--- src/rtl/clock_ctrl_pkg.sv ---
// Shared constants for the digital-clock sequencer: FSM state codes and BCD helpers.
package clock_ctrl_pkg;

   localparam logic [2:0] RUN       = 3'd0;
   localparam logic [2:0] SET_HOUR  = 3'd1;
   localparam logic [2:0] SET_MIN   = 3'd2;
   localparam logic [2:0] SET_AHOUR = 3'd3;
   localparam logic [2:0] SET_AMIN  = 3'd4;

   localparam logic [7:0] BCD_59   = 8'h59;
   localparam logic [7:0] BCD_ZERO = 8'h00;

   function automatic logic [7:0] to_bcd(input int n);
      return {4'(n / 10), 4'(n % 10)};
   endfunction

endpackage

--- src/rtl/clock_time_ctrl_bcd_mod_counter.sv ---
// Two-digit BCD counter that wraps at MOD-1 back to 00; carry flags the wrapping increment.
module bcd_mod_counter
   import clock_ctrl_pkg::*;
#(
   parameter int MOD = 60
) (
   input  logic       CP,
   input  logic       CR,
   input  logic       clr,
   input  logic       inc,
   output logic [7:0] q,
   output logic       carry
);

   localparam logic [7:0] TOP = to_bcd(MOD - 1);

   logic at_top;

   assign at_top = (q == TOP);
   assign carry  = inc & at_top;

   // Clear takes priority over increment so a counter can be zeroed on the same edge it would count.
   always_ff @(posedge CP or negedge CR) begin
      if (!CR) begin
         q <= BCD_ZERO;
      end else if (clr) begin
         q <= BCD_ZERO;
      end else if (inc) begin
         if (at_top) begin
            q <= BCD_ZERO;
         end else if (q[3:0] == 4'd9) begin
            q <= {q[7:4] + 4'd1, 4'd0};
         end else begin
            q <= {q[7:4], q[3:0] + 4'd1};
         end
      end
   end

endmodule

--- src/rtl/clock_time_ctrl.sv ---
// Digital-clock sequencer: cascaded BCD time counters plus button-driven set FSM.
// Optional alarm set/compare is enabled by defining CLOCK_ALARM_EN.
module clock_time_ctrl
   import clock_ctrl_pkg::*;
#(
   parameter int HOUR_MOD = 24
) (
   input  logic       CP,
   input  logic       CR,
   input  logic       tick,
   input  logic       btn_mode,
   input  logic       btn_inc,
   output logic [7:0] hour,
   output logic [7:0] min,
   output logic [7:0] sec,
   output logic [2:0] mode_state,
   output logic       blink,
   output logic       alarm_hit
);

   logic [2:0] state;
   logic [2:0] state_next;
   logic       mode_q;
   logic       inc_q;
   logic       mode_edge;
   logic       inc_edge;
   logic       run;
   logic       run_tick;
   logic       set_inc;
   logic       sec_carry;
   logic       min_carry;
   logic       hour_carry_unused;

   assign mode_edge  = btn_mode & ~mode_q;
   assign inc_edge   = btn_inc & ~inc_q;
   assign run        = (state == RUN);
   assign run_tick   = run & tick;
   assign set_inc    = inc_edge & ~mode_edge;
   assign mode_state = state;

   // Seconds are zeroed as the FSM leaves RUN for SET_HOUR, even if a tick arrives on that edge.
   bcd_mod_counter #(.MOD(60)) u_sec (
      .CP    (CP),
      .CR    (CR),
      .clr   (run & mode_edge),
      .inc   (run_tick),
      .q     (sec),
      .carry (sec_carry)
   );

   bcd_mod_counter #(.MOD(60)) u_min (
      .CP    (CP),
      .CR    (CR),
      .clr   (1'b0),
      .inc   ((run & sec_carry) | ((state == SET_MIN) & set_inc)),
      .q     (min),
      .carry (min_carry)
   );

   // Minute wrap only ripples into hours while running; setting minutes never touches the hour.
   bcd_mod_counter #(.MOD(HOUR_MOD)) u_hour (
      .CP    (CP),
      .CR    (CR),
      .clr   (1'b0),
      .inc   ((run & min_carry) | ((state == SET_HOUR) & set_inc)),
      .q     (hour),
      .carry (hour_carry_unused)
   );

   always_comb begin
      state_next = state;
      if (mode_edge) begin
         case (state)
            RUN:       state_next = SET_HOUR;
            SET_HOUR:  state_next = SET_MIN;
`ifdef CLOCK_ALARM_EN
            SET_MIN:   state_next = SET_AHOUR;
            SET_AHOUR: state_next = SET_AMIN;
            SET_AMIN:  state_next = RUN;
`else
            SET_MIN:   state_next = RUN;
`endif
            default:   state_next = RUN;
         endcase
      end
   end

   // Blink is held low while running and restarts low whenever the field being set changes.
   always_ff @(posedge CP or negedge CR) begin
      if (!CR) begin
         state  <= RUN;
         mode_q <= 1'b0;
         inc_q  <= 1'b0;
         blink  <= 1'b0;
      end else begin
         state  <= state_next;
         mode_q <= btn_mode;
         inc_q  <= btn_inc;
         if (mode_edge || run) begin
            blink <= 1'b0;
         end else if (tick) begin
            blink <= ~blink;
         end
      end
   end

`ifdef CLOCK_ALARM_EN
   logic [7:0] ahour;
   logic [7:0] amin;
   logic       ahour_carry_unused;
   logic       amin_carry_unused;

   bcd_mod_counter #(.MOD(HOUR_MOD)) u_ahour (
      .CP    (CP),
      .CR    (CR),
      .clr   (1'b0),
      .inc   ((state == SET_AHOUR) & set_inc),
      .q     (ahour),
      .carry (ahour_carry_unused)
   );

   bcd_mod_counter #(.MOD(60)) u_amin (
      .CP    (CP),
      .CR    (CR),
      .clr   (1'b0),
      .inc   ((state == SET_AMIN) & set_inc),
      .q     (amin),
      .carry (amin_carry_unused)
   );

   always_ff @(posedge CP or negedge CR) begin
      if (!CR) begin
         alarm_hit <= 1'b0;
      end else begin
         alarm_hit <= run && (hour == ahour) && (min == amin);
      end
   end
`else
   assign alarm_hit = 1'b0;
`endif

endmodule

--- config.mk ---
export PLATFORM = sky130hd
export DESIGN_NAME = clock_time_ctrl
export DESIGN_NICKNAME = d
export VERILOG_FILES = /design/src/rtl/clock_ctrl_pkg.sv /design/src/rtl/clock_time_ctrl_bcd_mod_counter.sv /design/src/rtl/clock_time_ctrl.sv
export SDC_FILE = /design/constraint.sdc
export NUM_CORES = 1
export LEC_CHECK = 0
export ABC_AREA = 0
export BUFFER_PORTS_ARGS = -buffer_cell sky130_fd_sc_hd__buf_2
export CORE_UTILIZATION = 54
export CTS_CLUSTER_DIAMETER = 100
export DETAILED_ROUTE_END_ITERATION = 6
export GPL_TIMING_DRIVEN = 0
export PLACE_DENSITY = 0.76
export SETUP_SLACK_MARGIN = 0.05
export SLEW_MARGIN = 5
export SYNTH_ARGS = -nofsm -noshare
export SYNTH_HDL_FRONTEND = slang
export SYNTH_SLANG_ARGS = --single-unit
--- constraint.sdc ---
create_clock -name CP -period 3.1 [get_ports CP]
set_clock_uncertainty 0.2 [all_clocks]
set_input_delay 0.465 -clock CP [delete_from_list [all_inputs] [get_ports CP]]
set_output_delay 0.465 -clock CP [all_outputs]
set_load 0.005 [all_outputs]
# Word level (Yosys, flattened, before mapping)
# Index checks and enable logic that the tools add are counted.
[word_totals] reg_bits=30 in_bits=5 wordCells=62
[op_classes] reduce_logical=10 eq_ne=8 bitwise=17 muxes=11 add_sub_neg=6
[op_table] op="$mux W8" count=8
[op_table] op="$add A4 B1 Y4 const B" count=6
[op_table] op="$eq A8 B7 Y1 const B" count=2
[op_table] op="$eq A4 B4 Y1 const B" count=3
[op_table] op="$and A1 B1 Y1" count=11
[op_table] op="$eq A8 B6 Y1 const B" count=1
[op_table] op="$reduce_bool A2 Y1" count=4
[op_table] op="$reduce_and A2 Y1" count=3
[op_table] op="$not A1 Y1" count=4
[op_table] op="$pmux W2 S2" count=1
[op_table] op="$eq A3 B1 Y1 const B" count=1
[op_table] op="$eq A3 B2 Y1 const B" count=1
[op_table] op="$logic_not A3 Y1" count=1
[op_table] op="$reduce_bool A3 Y1" count=1
[op_table] op="$mux W1" count=2
[op_table] op="$or A1 B1 Y1" count=2
[op_table] op="$logic_or A1 B1 Y1" count=1

# Logic depth before layout (Yosys ltp)
# Gate-level depths: netlist (run 1).
[depth] word_depth=10 mapped_depth=7 mapped_depth_nobuf=7

# Hierarchy
# From an unflattened synthesis (run 1), not the netlist that was laid out.
[unflattened] hier_cells=174 area_unflattened_um2=1741.7
[modules_own_cells] module="bcd_mod_counter (u_hour)" n_inst=1 cells_per_inst=53 area_each_um2=508.0
[modules_own_cells] module="bcd_mod_counter (u_sec)" n_inst=1 cells_per_inst=50 area_each_um2=486.7
[modules_own_cells] module="bcd_mod_counter (u_min)" n_inst=1 cells_per_inst=47 area_each_um2=471.7
[modules_own_cells] module="clock_time_ctrl" n_inst=1 cells_per_inst=24 area_each_um2=275.3

# Worst setup path before layout (run 1)
# No wires, ideal clock.
[synth_timing] path_type="input -> register" startpoint="in btn_mode" endpoint="reg u_hour.q[3]" setup_slack_ns=0.833 t_required_ns=2.774 t_arrival_ns=1.941 stages=5 cell_sequence="nor2b_4 or4b_4 o22a_4 o311a_1 a221o_1"
[synth_via] elab_chain_cells=8 elab_cells_between_ends=9 classes_between="bitwise (9)"
[synth_lines] item="start: declaration" line_no="clock_time_ctrl.sv:11" source="input logic btn_mode,"
[synth_lines] item="$and A1 B1 Y1 *" line_no="clock_time_ctrl.sv:34" source="assign mode_edge = btn_mode & ~mode_q;"
[synth_lines] item="$not A1 Y1 *" line_no="clock_time_ctrl.sv:38" source="assign set_inc = inc_edge & ~mode_edge;"
[synth_lines] item="$and A1 B1 Y1 *" line_no="clock_time_ctrl.sv:38"
[synth_lines] item="$and A1 B1 Y1" line_no="clock_time_ctrl.sv:55" source=".inc ((run & sec_carry) | ((state == SET_MIN) & set_inc)),"
[synth_lines] item="$or A1 B1 Y1" line_no="clock_time_ctrl.sv:55"
[synth_lines] item="$and A1 B1 Y1" line_no="clock_time_ctrl_bcd_mod_counter.sv:20" source="assign carry = inc & at_top;"
[synth_lines] item="$and A1 B1 Y1" line_no="clock_time_ctrl.sv:65" source=".inc ((run & min_carry) | ((state == SET_HOUR) & set_inc)),"
[synth_lines] item="$or A1 B1 Y1 *" line_no="clock_time_ctrl.sv:65"
[synth_lines] item="end signal: assignment" line_no="clock_time_ctrl_bcd_mod_counter.sv:32" source="q <= {q[7:4] + 4'd1, 4'd0};"
[synth_lines] item="end signal: assignment" line_no="clock_time_ctrl_bcd_mod_counter.sv:34" source="q <= {q[7:4], q[3:0] + 4'd1};"
[synth_lines] item="end: declaration" line_no="clock_time_ctrl_bcd_mod_counter.sv:11" source="output logic [7:0] q,"
# Mark *: on every way between the ends. The rest lies on a longest branch, timed or not.
# A chain may end at the register's enable or synchronous reset.

# Final worst setup path (run 1)
[layout_timing] startpoint="reg state[1], in the netlist mode_state[1]" endpoint="reg u_hour.q[1]"
[layout_via] elab_chain_cells=8 elab_cells_between_ends=12 classes_between="eq/ne (2); bitwise (9); reduce/logical (1)"
[layout_lines] item="start: declaration" line_no="clock_time_ctrl.sv:21" source="logic [2:0] state;"
[layout_lines] item="start signal: assignment" line_no="clock_time_ctrl.sv:96" source="state <= state_next;"
[layout_lines] item="$logic_not A3 Y1" line_no="clock_time_ctrl.sv:36" source="assign run = (state == RUN);"
[layout_lines] item="$and A1 B1 Y1" line_no="clock_time_ctrl.sv:37" source="assign run_tick = run & tick;"
[layout_lines] item="$and A1 B1 Y1" line_no="clock_time_ctrl_bcd_mod_counter.sv:20"
[layout_lines] item="$and A1 B1 Y1" line_no="clock_time_ctrl.sv:55"
[layout_lines] item="$or A1 B1 Y1" line_no="clock_time_ctrl.sv:55"
[layout_lines] item="$and A1 B1 Y1" line_no="clock_time_ctrl_bcd_mod_counter.sv:20"
[layout_lines] item="$and A1 B1 Y1" line_no="clock_time_ctrl.sv:65"
[layout_lines] item="$or A1 B1 Y1 *" line_no="clock_time_ctrl.sv:65"
# Marked as above.

==> results, run 1 <==
- 34 I/O pins were placed.
- The critical path's slowest cell is sky130_fd_sc_hd__nor3b_2.
- Of the post-synthesis cell area, the dominant cell type holds 0.437.
- Setup repair after global routing left no endpoint under its margin.
- The number of buffers and inverters on the critical path is 1.
- Of the total synthesized cell area, the portion taken by XOR and XNOR cells is 0.0158.
- The checks that failed: DRC.
- The global placer's final weighted congestion is 0.781.
- Input and output buffers added on the ports amount to 31.
- STA puts the critical path data required time at 3.11 ns.
- The cell depth of the worst min-delay path is 1.
- Counting every instance in the synthesized netlist gives 164.
- The area of the placeable core is 0.00283 sq mm.
- The detailed router finished its first iteration with 31 violations.
- For this run, the slowest stage of the critical path takes 0.46 ns.
- Timing would allow up to 400 MHz.
- The register-to-register setup slack is 0.60 ns.
- The average wire per cell in the routed design is 13.7 um.
- The run finished, with violations left.
- Summed over all layers, the global routing overflow is 0.
- The clock sink total is 29.
- Subtracting the final worst setup slack from the clock period gives 2.50 ns.
- The maximum number of pins on one net before global-route repair is 30.
- The Yosys step of the flow raised 0 warnings.
- In the routed layout, each cell is associated on average with a via count of 5.66.
- The adder and majority gate portion of the synthesized area is 0.0754.
- The worst register-to-register path ends at u_hour.q[1].
- Walking the worst path, the cells encountered are buf_2 -> nor3b_2 -> nand3_2 -> a211oi_4 -> o21a_2 -> mux2_1.
- The final standard cell utilization of the core is 0.678.
- The cell area that synthesis handed to floorplanning was 0.00166 sq mm.
- The peak supply drop is 0.338 mV.
- The share of the cycle needed by the critical path after routing is 0.806.
- The share of flip-flops with an asynchronous set or reset after synthesis is 1.00.
- The library cell with the largest summed area after synthesis is sky130_fd_sc_hd__dfrtp_1.
- The die covers 0.00330 sq mm.
- After floorplanning, the core was divided into 19 placement rows.
- The multi-input logic area is 888 sq um.
- The largest family of logic cells by synthesized area is simple AND/OR/NAND/NOR gates.
- The remaining max-slew budget at the tightest pin is 0.323.
- The detailed placement HPWL is 2.42 mm.
- Max-cap violations in this run came to 0.
- Of the total synthesized cell area, the portion taken by AND, OR, NAND and NOR gates is 0.245.
- The startpoint identified for the worst hold timing path is btn_mode.
- The area growth from synthesis to layout is 15.6%.
- Setup violations remaining at the end of the flow were counted as 0.
- Registers take 726 sq um.
- The transition time at the pin with the least slew margin is 1.01 ns.
- The via count of the first global-routing pass is 1312.
- Summed over all cells, the static leakage comes to 0.942 nW.
- At the end of the flow, the number of nets in the layout was 219.
- In this run, distinct cell masters in the synthesized netlist total 52.
- Each instance of the synthesized netlist takes up on average 10.1 sq um.
- The clock latency at the later pin of the worst-skew pair is 0.32 ns.
- The count of state elements after synthesis is 29.
- Yosys mapped a number of flops with a built-in enable equal to 0.
- For hold timing, the worst endpoint is mode_q.
- The kind of capture point of the worst setup path is a flip-flop.
- The final-report hold violation count is 0.
- The depth of the worst register-to-register path is 6.
- The longest clock path from root to sink contains 2 buffers.
- The fraction of final layout cells with drive strength greater than 1 is 0.278.
- The pre-antenna-repair detailed-routing pass consisted of 6 iterations.
- The final number of max-transition violations came to 0.
- The number of antenna violations at the first check in global routing came to 0.
- The proportion of synthesized chip area in sequential cells is 0.437.
- The count of nets left with antenna violations after detail routing is 0.
- Clock-pin slew was measured on the worst setup and hold paths at 0.10 ns.
- The level count of the clock H-tree is 2.
- The antenna diode count is 0.
- After synthesis, the share of cell area in mux cells is 0.0196.
- The cell with the most instances after synthesis is sky130_fd_sc_hd__dfrtp_1.
- The total CTS buffers is 5.
- The global-route usage over all layers is 0.222.
- The final routed wirelength across all metal layers is 3.24 mm.
- The first global-routing pass estimated 5.62 mm of wire.
- The floorplan step set the die height to 57.5 um.
- The critical path class is flip-flop to flip-flop.
- TritonCTS built the clock tree.
- By count the netlist is led by 29 x sky130_fd_sc_hd__dfrtp_1, 14 x sky130_fd_sc_hd__nand2_1, 14 x sky130_fd_sc_hd__nor2_1.
- STA classifies the critical path startpoint as a flip-flop.
- The effective utilization at floorplan is 0.587.
- Among cell families on the critical path, the largest total delay comes from simple AND/OR/NAND/NOR gates.
- The total vias in the final route is 1336.
- Along the worst path, the maximum fanout reaches 8.
- The tree is rooted in a sky130_fd_sc_hd__clkbuf_4.
- The number of fill cells in the layout is 230.
- For this run, design rule violations remaining after detail routing come to 3.
- The worst flop-to-flop path startpoint is mode_state[1].
- The leading register cell type out of synthesis is sky130_fd_sc_hd__dfrtp_1.
- Dividing total power by cell area gives a power density of 622 mW/mm^2.
- The final setup TNS is 0 ns.
- In this run the horizontal extent of the chip is 57.5 um.
- The post-synthesis compound-gate area fraction came to 0.175.
- The number of buffers inserted to repair setup after CTS is 0.
- The class of the most critical hold timing path is primary input to flip-flop.
- Data on the critical path arrives at its endpoint at 2.51 ns.
- Yosys attributes the largest share of cell area to sky130_fd_sc_hd__dfrtp_1 44%, sky130_fd_sc_hd__ha_1 7.5%, sky130_fd_sc_hd__o21ai_0 3.3%, sky130_fd_sc_hd__nand2_1 3.2%, sky130_fd_sc_hd__nor2_1 3.2%.
-- through the flow --
step,power [mW],cell area (sq um),setup slack (ns),hold slack (ns),cells
floorplan,0.829,1660,0.833,-0.0306,165
global placement,0.963,1860,0.608,0.290,227
detailed placement,0.993,1860,0.562,0.305,227
CTS,1.20,1920,0.600,0.0875,236
global route,1.29,1920,0.436,0.0750,236
finish,1.19,1920,0.603,0.0920,236
-- flip-flops by register name (all words and copies together), names as in the netlist --
signal / cells
mode_state: 2
blink: 1
mode_q: 1
u_sec.q: 8
u_min.q: 8
u_hour.q: 8
inc_q: 1
-- cell usage in the layout, fill, tap and decap left out, types with 3 or more instances in the layout --
master                     instances
sky130_fd_sc_hd__clkbuf_4          5
sky130_fd_sc_hd__a21oi_1           9
sky130_fd_sc_hd__and3b_1           4
sky130_fd_sc_hd__inv_1             6
sky130_fd_sc_hd__ha_1             10
sky130_fd_sc_hd__nor3_1            7
sky130_fd_sc_hd__buf_4             3
sky130_fd_sc_hd__nand2_1          14
sky130_fd_sc_hd__nand3_1           7
sky130_fd_sc_hd__o21ai_0          11
sky130_fd_sc_hd__nor2_1           14
sky130_fd_sc_hd__dfrtp_1          29
sky130_fd_sc_hd__a21o_1            3
sky130_fd_sc_hd__xnor2_1           3
sky130_fd_sc_hd__buf_2            32
-- power breakdown --
group          leakage, nW  switching, mW  total (mW)  internal, mW
Clock               0.0320          0.127       0.213        0.0862
Combinational        0.536          0.205       0.410         0.205
Sequential           0.374          0.112       0.570         0.459
-- per-layer routing --
layer,share of wire,up-vias,GRT usage,wire [um]
met5,0,-,0,0
li1,-,665,-,-
met2,0.50,23,0.394,1610
met3,0.039,5,0.0680,125
met4,0.011,0,0.0697,34
met1,0.45,643,0.254,1470
-- final cells by class --
class / count / share of cell area
clock buffers: 6 / 0.0215
well taps: 31 / 0.0202
multi-input cells: 126 / 0.463
inverters: 6 / 0.0117
flip-flops and latches: 29 / 0.378
plain buffers: 4 / 0.0143
clock inverters: 2 / 0.00522
repair buffers: 32 / 0.0860
-- how the worst max path moves through the flow --
stage | startpoint | endpoint | slack, ns | depth (start not counted)
CTS | mode_state[1] | u_hour.q[1] | 0.60 | 6
global route | mode_state[1] | u_hour.q[1] | 0.44 | 6
detailed placement | tick | u_hour.q[1] | 0.56 | 6
floorplan | btn_mode | u_hour.q[3] | 0.83 | 5
finish | mode_state[1] | u_hour.q[1] | 0.60 | 6
global placement | btn_mode | u_hour.q[1] | 0.61 | 6
-- worst register-to-register path, stage by stage, from the launching register on --
cell                       delay, ns
sky130_fd_sc_hd__dfrtp_1        0.38
sky130_fd_sc_hd__buf_2          0.16
sky130_fd_sc_hd__nor3b_2        0.46
sky130_fd_sc_hd__nand3_2        0.21
sky130_fd_sc_hd__a211oi_4       0.45
sky130_fd_sc_hd__o21a_2         0.21
sky130_fd_sc_hd__mux2_1         0.32
-- cell families after synthesis --
logic type / count (synthesis)
compound gates: 40
xor+xnor: 3
fa+ha+maj: 10
buf+inv: 10
flops: 29
mux: 3
other cells: 1
simple gates: 68
-- timing repair --
action                                 CTS  global route
endpoints found under the hold margin   29             0
resized for setup                        0             0
setup endpoints to repair                0             0
hold buffers                             1             0
No activity file was read; power rests on OpenSTA's default activity.
==> run 2, diff against run 1 <==
==> constraint.sdc (replaced) <==
create_clock -name CP -period 2.3 [get_ports CP]
set_clock_uncertainty 0.2 [all_clocks]
set_input_delay 0.345 -clock CP [delete_from_list [all_inputs] [get_ports CP]]
set_output_delay 0.345 -clock CP [all_outputs]
set_load 0.005 [all_outputs]
==> results, run 2 (same netlist as run 1, synthesis figures left out) <==
- The largest fanout on the critical path is 4 (-4).
- The clock-pin slew reported for the worst setup and hold paths after clock tree synthesis is 0.09 ns (about the same).
- The via count of the first global-routing pass is 1253 (-4.5%).
- The number of detailed-routing iterations run before antenna repair is 7 (+1).
- The clock latency at the later pin of the worst-skew pair is 0.32 ns (about the same).
- The max-capacitance violation count was 0 (unchanged).
- From synthesis to final layout, the design area changed by 23.8%.
- The power spent charging and discharging nets was 0.612 mW (+38%).
- Walking the worst path, the cells encountered are nand2b_4 -> or4b_4 -> a211oi_4 -> o21a_2 -> mux2_4.
- The delay of the slowest critical-path stage is 0.58 ns (+0.12 ns).
- The initial detailed-routing violation count is 29 (-6.5%).
- The number of buffers inserted by port buffering was 31 (unchanged).
- The detailed placement HPWL is 2.37 mm (-2.0%).
- The fraction of final layout cells with drive strength greater than 1 is 0.346 (+0.0676).
- The part of the power in combinational logic was 0.372 (+0.029).
- The horizontal die dimension is 57.5 um (unchanged).
- The share of the cycle needed by the critical path after routing was 0.967 (+0.161).
- The maximum number of pins on one net before global-route repair came to 30 (unchanged).
- The leading cell type in the layout, fill and taps excluded is sky130_fd_sc_hd__buf_2.
- The level count of the clock H-tree is 2 (unchanged).
- The flow ran to the end, but the final reports show violations.
- The first-pass GRT wire length came to 5.44 mm (-3.2%).
- The effective utilization at floorplan came to 0.587 (unchanged).
- The remaining max-slew budget at the tightest pin is 0.344 (+0.0208).
- The shortest clock period the worst path allows after layout is 2.22 ns (-0.273 ns).
- The total buffers and inverters traversed by the critical path was 0 (-1).
- The area of the placeable core was 0.00283 sq mm (unchanged).
- The data required time at the worst endpoint was 2.31 ns (-0.80 ns).
- The data arrival time of the worst path was 2.23 ns (-0.28 ns).
- The number of fill cells in the layout is 215 (-6.5%).
- Setup repair after global routing could not meet its margin everywhere.
- The sequential cell fraction of total power was 0.448 (-0.030).
- The total CTS buffers is 5 (unchanged).
- The tree is rooted in a sky130_fd_sc_hd__clkbuf_4.
- The count of pins on the block boundary came to 34 (unchanged).
- The worst setup path is of the flip-flop to flip-flop kind.
- The library cells used most frequently in the layout, excluding fill and tap cells, are 31 x sky130_fd_sc_hd__buf_2, 25 x sky130_fd_sc_hd__dfrtp_1, 15 x sky130_fd_sc_hd__buf_4.
- The average wire per cell in the routed design is 13.8 um (+0.69%).
- The critical path's slowest cell is sky130_fd_sc_hd__or4b_4.
- The total cell area at the placement stage is 0.00186 sq mm (+0.34%).
- The number of DRC violations after detailed routing is 5 (+2).
- The final setup violation count is 0 (unchanged).
- The final routed wirelength across all metal layers is 3.42 mm (+5.8%).
- The fraction of power spent switching nets is 0.359 (-0.0121).
- The power per cell area is 829 mW/mm^2 (+33%).
- The fraction of power consumed by the clock network is 0.181 (+0.003).
- The total vias in the final route is 1402 (+4.9%).
- The largest registers in the layout are u_hour.q (8), u_min.q (8), u_sec.q (8).
- The CTS tree is built.
- The final cell area excluding filler cells is 0.00206 sq mm (+7.1%).
- The clock sink total was 29 (unchanged).
- The number of buffers between clock root and the deepest sink is 2 (unchanged).
- The class of the most critical hold timing path is primary input to flip-flop.
- The leakage component of the power is 1.00 nW (+6.4%).
- The transition time at the pin with the least slew margin is 0.976 ns (-0.0310 ns).
- The nature of the critical path startpoint is a flip-flop.
- The global placer's final weighted congestion is 0.782 (+0.13%).
- The final number of max-transition violations is 0 (unchanged).
- The tightest hold margin is 0.127 ns (+0.0352 ns).
- The cell internal power dissipation is 1.09 mW (+46%).
- The post-detailed-route via-to-cell ratio is 5.65 (-0.14%).
- The full die area is 0.00330 sq mm (unchanged).
- The antenna diode count came to 0 (unchanged).
- The total number of placement rows was 19 (unchanged).
- The number of antenna violations at the first check in global routing was 0 (unchanged).
- The final net count came to 232 (+5.9%).
- The residual overflow from global routing was 0 (unchanged).
- The checks that failed: DRC.
- The die boundary height is 57.5 um (unchanged).
- The kind of capture point of the worst setup path is a flip-flop.
- The final-report hold violation count is 0 (unchanged).
- On the critical path the largest part of the delay comes from simple AND/OR/NAND/NOR gates.
- The peak supply drop was 0.514 mV (+52%).
- The global-route usage over all layers is 0.220 (-0.00214).
- The maximum clock frequency is 450 MHz (+12%).
- The count of nets left with antenna violations after detail routing is 0 (unchanged).
run 2: timing repair:
item,CTS,global route
hold buffers,3,0
gates resized for setup,3,7
setup buffers,9,2
endpoints found under the hold margin,31,0
pin swaps,4,4
setup endpoints to repair,3,4
run 2: path summary, 6_finish.rpt:
check                            startpoint  slack (ns)           to  cells past startpoint
worst max-delay path                  inc_q        0.08  u_hour.q[1]                      5
worst min-delay path                   tick        0.13        blink                      3
worst max register to register        inc_q        0.08  u_hour.q[1]                      5
worst min register to register  u_hour.q[7]        0.30  u_hour.q[7]                      1
max in group asynchronous                CR        1.05   u_sec.q[0]                      2
min in group asynchronous                CR        0.38        blink                      2
run 2: power by group through the flow:
| stage | logic [mW] | registers, mW | clock network, mW |
|---|---|---|---|
| floorplan | 0.360 | 0.765 | 0 |
| global placement | 0.539 | 0.768 | 0 |
| detailed placement | 0.553 | 0.778 | 0 |
| CTS | 0.602 | 0.761 | 0.318 |
| global route | 0.714 | 0.786 | 0.337 |
| finish | 0.633 | 0.763 | 0.308 |
run 2: routing by layer:
metal | vias to the layer above | GRT usage | wire [um]
met1 | 676 | 0.252 | 1510
met2 | 34 | 0.382 | 1740
li1 | 690 | - | -
met5 | - | 0 | 0
met4 | 0 | 0.0836 | 27
met3 | 2 | 0.0680 | 153
run 2: through the flow:
stage / cells / total power [mW] / setup WS [ns] / util / setup TNS, ns
4_1_cts: 246 / 1.68 / 0.0500 / 0.715 / 0
5_1_grt: 248 / 1.84 / 0.0283 / 0.727 / 0
6_report: 248 / 1.70 / 0.0763 / 0.727 / 0
2_1_floorplan: 165 / 1.12 / 0.0874 / - / 0
3_3_place_gp: 227 / 1.31 / -0.0660 / 0.659 / -0.0950
3_5_place_dp: 227 / 1.33 / -0.0984 / 0.659 / -0.159
run 2: final cells by class:
type | instances | area (sq um) | share of cell area
plain buffers | 4 | 30.0 | 0.0146
well taps | 31 | 38.8 | 0.0189
inverters | 6 | 22.5 | 0.0110
multi-input cells | 126 | 911 | 0.443
repair buffers | 45 | 268 | 0.130
clock buffers | 7 | 55.1 | 0.0268
flip-flops and latches | 29 | 731 | 0.355
run 2: worst reg2reg max path: stages, from the launching register on:
cell and delay [ns]:
sky130_fd_sc_hd__dfrtp_1 0.38, sky130_fd_sc_hd__nand2b_4 0.14, sky130_fd_sc_hd__or4b_4 0.58, sky130_fd_sc_hd__a211oi_4 0.32, sky130_fd_sc_hd__o21a_2 0.20, sky130_fd_sc_hd__mux2_4 0.30
